--- src/rtl/shift_pipe16.sv ---
// shift_pipe16: two-stage pipelined 16-bit shifter/rotator.
// Stage 1 applies the 1- and 2-position levels, stage 2 the 4- and 8-position
// levels, so the two stages together realise any count 0..15.
// Valid/ready handshake on both sides; flush drops everything in flight.
module shift_pipe16 #(
  parameter int WIDTH = 16,
  parameter int CNT_W = 4
) (
  input  logic             clk,
  input  logic             rst_n,
  input  logic             flush,
  input  logic             in_valid,
  output logic             in_ready,
  input  logic [WIDTH-1:0] in_data,
  input  logic [CNT_W-1:0] in_cnt,
  input  logic [1:0]       in_op,
  output logic             out_valid,
  input  logic             out_ready,
  output logic [WIDTH-1:0] out_data,
  output logic             out_zero
);

  localparam logic [1:0] OP_ROL = 2'b00;
  localparam logic [1:0] OP_SLL = 2'b01;
  localparam logic [1:0] OP_ROR = 2'b10;
  localparam logic [1:0] OP_SRL = 2'b11;

  // One shift level: conditionally move d by a fixed amount in the op's direction.
  // Rotates use a doubled word so the wrapped bits fall into the kept half.
  function automatic logic [WIDTH-1:0] shift_level(
    input logic [WIDTH-1:0] d,
    input logic [1:0]       op,
    input logic             en,
    input int               amt
  );
    logic [2*WIDTH-1:0] wide_v;
    logic [WIDTH-1:0]   res_v;
    wide_v = {2*WIDTH{1'b0}};
    case (op)
      OP_ROL: begin
        wide_v = {d, d} << amt;
        res_v  = wide_v[2*WIDTH-1:WIDTH];
      end
      OP_SLL: res_v = d << amt;
      OP_ROR: begin
        wide_v = {d, d} >> amt;
        res_v  = wide_v[WIDTH-1:0];
      end
      OP_SRL: res_v = d >> amt;
      default: res_v = d;
    endcase
    if (en) begin
      return res_v;
    end else begin
      return d;
    end
  endfunction

  // Stage registers
  logic             s1_valid_r;
  logic [WIDTH-1:0] s1_data_r;
  logic [1:0]       s1_cnt_r;
  logic [1:0]       s1_op_r;
  logic             s2_valid_r;
  logic [WIDTH-1:0] s2_data_r;
  logic [1:0]       s2_op_r;

  // Handshake and next-data signals
  logic             s2_adv_s;
  logic             s1_adv_s;
  logic             accept_s;
  logic [WIDTH-1:0] s1_nxt_s;
  logic [WIDTH-1:0] s2_nxt_s;

  // Pipeline advance conditions: a stage moves when it is empty or its successor moves.
  always_comb begin
    s2_adv_s = !s2_valid_r | out_ready;
    s1_adv_s = !s1_valid_r | s2_adv_s;
    in_ready = s1_adv_s & !flush;
    accept_s = in_valid & in_ready;
  end

  // Low shift levels (1 and 2 positions) feeding stage 1.
  always_comb begin
    s1_nxt_s = shift_level(in_data, in_op, in_cnt[0], 1);
    s1_nxt_s = shift_level(s1_nxt_s, in_op, in_cnt[1], 2);
  end

  // High shift levels (4 and 8 positions) feeding stage 2.
  always_comb begin
    s2_nxt_s = shift_level(s1_data_r, s1_op_r, s1_cnt_r[0], 4);
    s2_nxt_s = shift_level(s2_nxt_s, s1_op_r, s1_cnt_r[1], 8);
  end

  // Stage 1 register: loads on accept, holds while stalled, cleared by flush.
  always_ff @(posedge clk or negedge rst_n) begin
    if (!rst_n) begin
      s1_valid_r <= 1'b0;
      s1_data_r  <= {WIDTH{1'b0}};
      s1_cnt_r   <= 2'b00;
      s1_op_r    <= 2'b00;
    end else begin
      if (flush) begin
        s1_valid_r <= 1'b0;
      end else if (s1_adv_s) begin
        s1_valid_r <= accept_s;
      end
      if (accept_s) begin
        s1_data_r <= s1_nxt_s;
        s1_cnt_r  <= in_cnt[3:2];
        s1_op_r   <= in_op;
      end
    end
  end

  // Stage 2 register: takes stage 1 contents whenever it advances.
  always_ff @(posedge clk or negedge rst_n) begin
    if (!rst_n) begin
      s2_valid_r <= 1'b0;
      s2_data_r  <= {WIDTH{1'b0}};
      s2_op_r    <= 2'b00;
    end else begin
      if (flush) begin
        s2_valid_r <= 1'b0;
      end else if (s2_adv_s) begin
        s2_valid_r <= s1_valid_r;
      end
      if (s2_adv_s) begin
        s2_data_r <= s2_nxt_s;
        s2_op_r   <= s1_op_r;
      end
    end
  end

  // Outputs come straight from the stage 2 registers; zero flag decoded from them.
  always_comb begin
    out_valid = s2_valid_r;
    out_data  = s2_data_r;
    out_zero  = (s2_data_r == {WIDTH{1'b0}});
  end

endmodule

--- config.mk ---
export PLATFORM = sky130hd
export DESIGN_NAME = shift_pipe16
export DESIGN_NICKNAME = d
export VERILOG_FILES = /design/src/rtl/shift_pipe16.sv
export SDC_FILE = /design/constraint.sdc
export NUM_CORES = 1
export LEC_CHECK = 0
export BUFFER_PORTS_ARGS = -buffer_cell sky130_fd_sc_hd__buf_2
export CAP_MARGIN = 20
export CELL_PAD_IN_SITES_DETAIL_PLACEMENT = 0
export CELL_PAD_IN_SITES_GLOBAL_PLACEMENT = 1
export CORE_MARGIN = 5
export CORE_UTILIZATION = 35
export DETAILED_ROUTE_END_ITERATION = 10
export GPL_ROUTABILITY_DRIVEN = 0
export GPL_TIMING_DRIVEN = 0
export PLACE_DENSITY_LB_ADDON = 0.1
export SLEW_MARGIN = 20
export SYNTH_ARGS = -nofsm -noshare
export SYNTH_HDL_FRONTEND = slang
export SYNTH_SLANG_ARGS = --single-unit
--- constraint.sdc ---
create_clock -name clk -period 1.8 [get_ports clk]
set_input_delay 0.09 -clock clk [delete_from_list [all_inputs] [get_ports clk]]
set_output_delay 0.09 -clock clk [all_outputs]
set_load 0.01 [all_outputs]
==> flow_metrics.tcl <==
set metrics [dict create \
    syn_avg_cell_area_um2 8.97 \
    critical_path_class "reg2reg" \
    ys_types 36 \
    row_count 33 \
    use_met1 0.261 \
    die_height_um 101 \
    irDropWorstVdd_mv 0.432 \
    grtUsageMet2 0.261 \
    avgRoutedWirePerCell_um 17.8 \
    clockBufferDepth 2 \
    drc 0 \
    cts_sinks 38 \
    status "finished, final reports clean" \
    synthFlopType "dfrtp_1" \
    synth_warnings 0 \
    vias 2692 \
    multiInputGateArea_mm2 0.00175 \
    rsz0062_at_grt "no" \
    synth_edf_count 0 \
    final_common_cell "nor2_1" \
    final_cell_mix "nor2_1 (72), buf_2 (52), dfrtp_1 (38), a21oi_1 (27), mux2i_1 (27)" \
    drt-initial-drc-count 133 \
    holdWs_ps 12.9 \
    fin_tns_setup_ps 0 \
    initial_core_util 0.356 \
    clockRootBuffer "clkbuf_8" \
    syn_inst 325 \
    path_max_fanout 10 \
    final_antenna_net_count 0 \
    areaGrowthSynthToFinish_pct 15.7 \
    synth_nets 352 \
    slew_violations 0 \
    fmax_mhz 617 \
    powerDensity_mw_per_mm2 864 \
    die-area_mm2 0.0103 \
    p_leak_nw 1.49 \
    insertion_delay_ps 290 \
    htree_levels 2 \
    seq_area_um2 951 \
    yosysTopAreaCell "dfrtp_1" \
    crit_path_max_incr_delay_ps 440 \
    rr_endpoint "out_data[0]$_DFFE_PN0P_" \
    cap_viol_max_count 0 \
    reg2reg_slack_ps 180 \
    synth-async-reset-ratio 1.00 \
    cp_top_family "compound AO/OA/AOI/OAI gates" \
    final-hold-violation-count 0 \
    crit_chain "buf_6 -> buf_4 -> mux2i_1 -> a21oi_1 -> a221oi_1 -> nor2_1" \
    drt_first_pass_iters 4 \
    synth_area_mm2 0.00291 \
    cts_tree "built" \
    r2r_start "s1_op_r[1]$_DFFE_PN0P_" \
    endpoint_kind "register" \
    synth_area_leaders "dfrtp_1 (33%), mux2i_1 (9.3%), nor2_1 (9.3%)" \
    via_per_inst 5.57 \
    top_usage_layer "met1" \
    critPathCapture "out_data[0]$_DFFE_PN0P_" \
    grtUsageMet3 0.0310 \
    layout_min_cycle_time_ps 1620 \
    core_mm2 0.00818 \
    finClkSkew_ps 2.69 \
    drive_gt1_frac 0.251 \
    cp_num_buf_inv 2 \
    ys_seq_area_frac 0.326 \
    clkSlewWorstSetupHoldPaths_ps 70 \
    io_pins 46 \
    overflow 0 \
    path_depth 6 \
    max_slew.worst_pin.slew_ps 857 \
    port_buffers 43 \
    hp-class "in2reg" \
    cp_data_arrival_time_ps 1790 \
    max-slew-margin-rel 0.429 \
    wl_um 8590 \
    antenna_found_initial 0 \
    worstPathRequired_ps 1960 \
    grt_pass1_vias 2665 \
    synth_top_area_frac 0.326 \
    dpl.hpwl_um 6500 \
    worst_setup_path_start_kind "register" \
    nNetsFinal 404 \
    cts_inserted_buffers 5 \
    die_x_um 101 \
    grt_pass1_wl_um 14300 \
    setup.worst_path.start "s1_op_r[1]$_DFFE_PN0P_" \
    cpMaxStageDelayCell "a221oi_1" \
    post-cts-setup-buffers 0 \
    setup_viol 0 \
    yosys_register_bits 38 \
    grt_max_degree 39 \
    grt_usage 0.175 \
    rr_worst_depth 6 \
    n_antenna_cell 0 \
    fill_cells 856 \
    timing.final.crit_share 0.900 \
]
## metal layers
layer / routed length, um / up-vias
met3: 408 / 12
met2: 3800 / 57
met5: 0 / -
met4: 149 / 0
met1: 4230 / 1320
li1: - / 1303
## report_power, final
part           leakage (nW)  internal [mW]  total [mW]  switching, mW
Sequential            0.438           1.04        1.20          0.169
Clock                0.0482          0.309       0.613          0.304
Combinational         0.999          0.482        1.10          0.614
## cells in the mapped netlist (3+ instances only)
cell / count
a211o_1: 14
a21oi_1: 27
a221oi_1: 4
a22oi_1: 13
a31oi_1: 18
a31oi_2: 4
buf_2: 9
buf_4: 8
buf_6: 6
clkbuf_1: 7
dfrtp_1: 38
inv_1: 3
mux2_2: 5
mux2i_1: 27
mux4_2: 10
nand2_1: 19
nand2b_1: 7
nand3b_1: 5
nor2_1: 72
nor4_1: 4
or3b_1: 4
## flip-flops by register name, summed over array words and instances (netlist names)
signal and cells:
s1_data_r 16, s1_valid_r 1, s1_cnt_r 2, out_valid 1, out_data 16, s1_op_r 2
## repair_timing
action	CTS	global route
gates resized for setup	0	0
hold buffers	2	0
endpoints found under the hold margin	40	0
## worst min-delay path, cell delays in order
cell and delay [ps]:
buf_2 70, nand2_1 30, o21ai_0 60
## worst min path at each step
| stage | startpoint | to | cells after the start |
|---|---|---|---|
| floorplan | rst_n | out_data[0]$_DFFE_PN0P_ | 0 |
| global placement | rst_n | s1_data_r[0]$_DFFE_PN0P_ | 1 |
| detailed placement | rst_n | s1_op_r[1]$_DFFE_PN0P_ | 1 |
| CTS | in_cnt[2] | s1_cnt_r[0]$_DFFE_PN0P_ | 2 |
| global route | in_cnt[2] | s1_cnt_r[0]$_DFFE_PN0P_ | 2 |
| finish | in_cnt[3] | s1_cnt_r[1]$_DFFE_PN0P_ | 3 |
## stage by stage
step           setup slack (ps)  cells   util  cell area, um^2  power (mW)
2_1_floorplan               291    325      -             2910        1.91
3_3_place_gp                183    473  0.399             3260        2.32
3_5_place_dp                208    473  0.399             3260        2.32
4_1_cts                     187    483  0.412             3370        2.94
5_1_grt                    84.1    483  0.412             3370        3.12
6_report                    179    483  0.412             3370        2.91
## logic make-up after synthesis
kind of cell | synth area share
AND/OR/NAND/NOR | 0.179
AO/OA/AOI/OAI | 0.224
multiplexers | 0.197
flip-flops | 0.326
buffers and inverters | 0.0734
## final cells by class
class,count,share of cell area
buffer,30,0.0590
clock inverter,1,0.00148
multi-input combinational,253,0.519
sequential,38,0.282
tap,105,0.0390
clock buffer,7,0.0256
timing repair buffer,45,0.0698
inverter,4,0.00445
No activity file was read; power rests on OpenSTA's default activity.
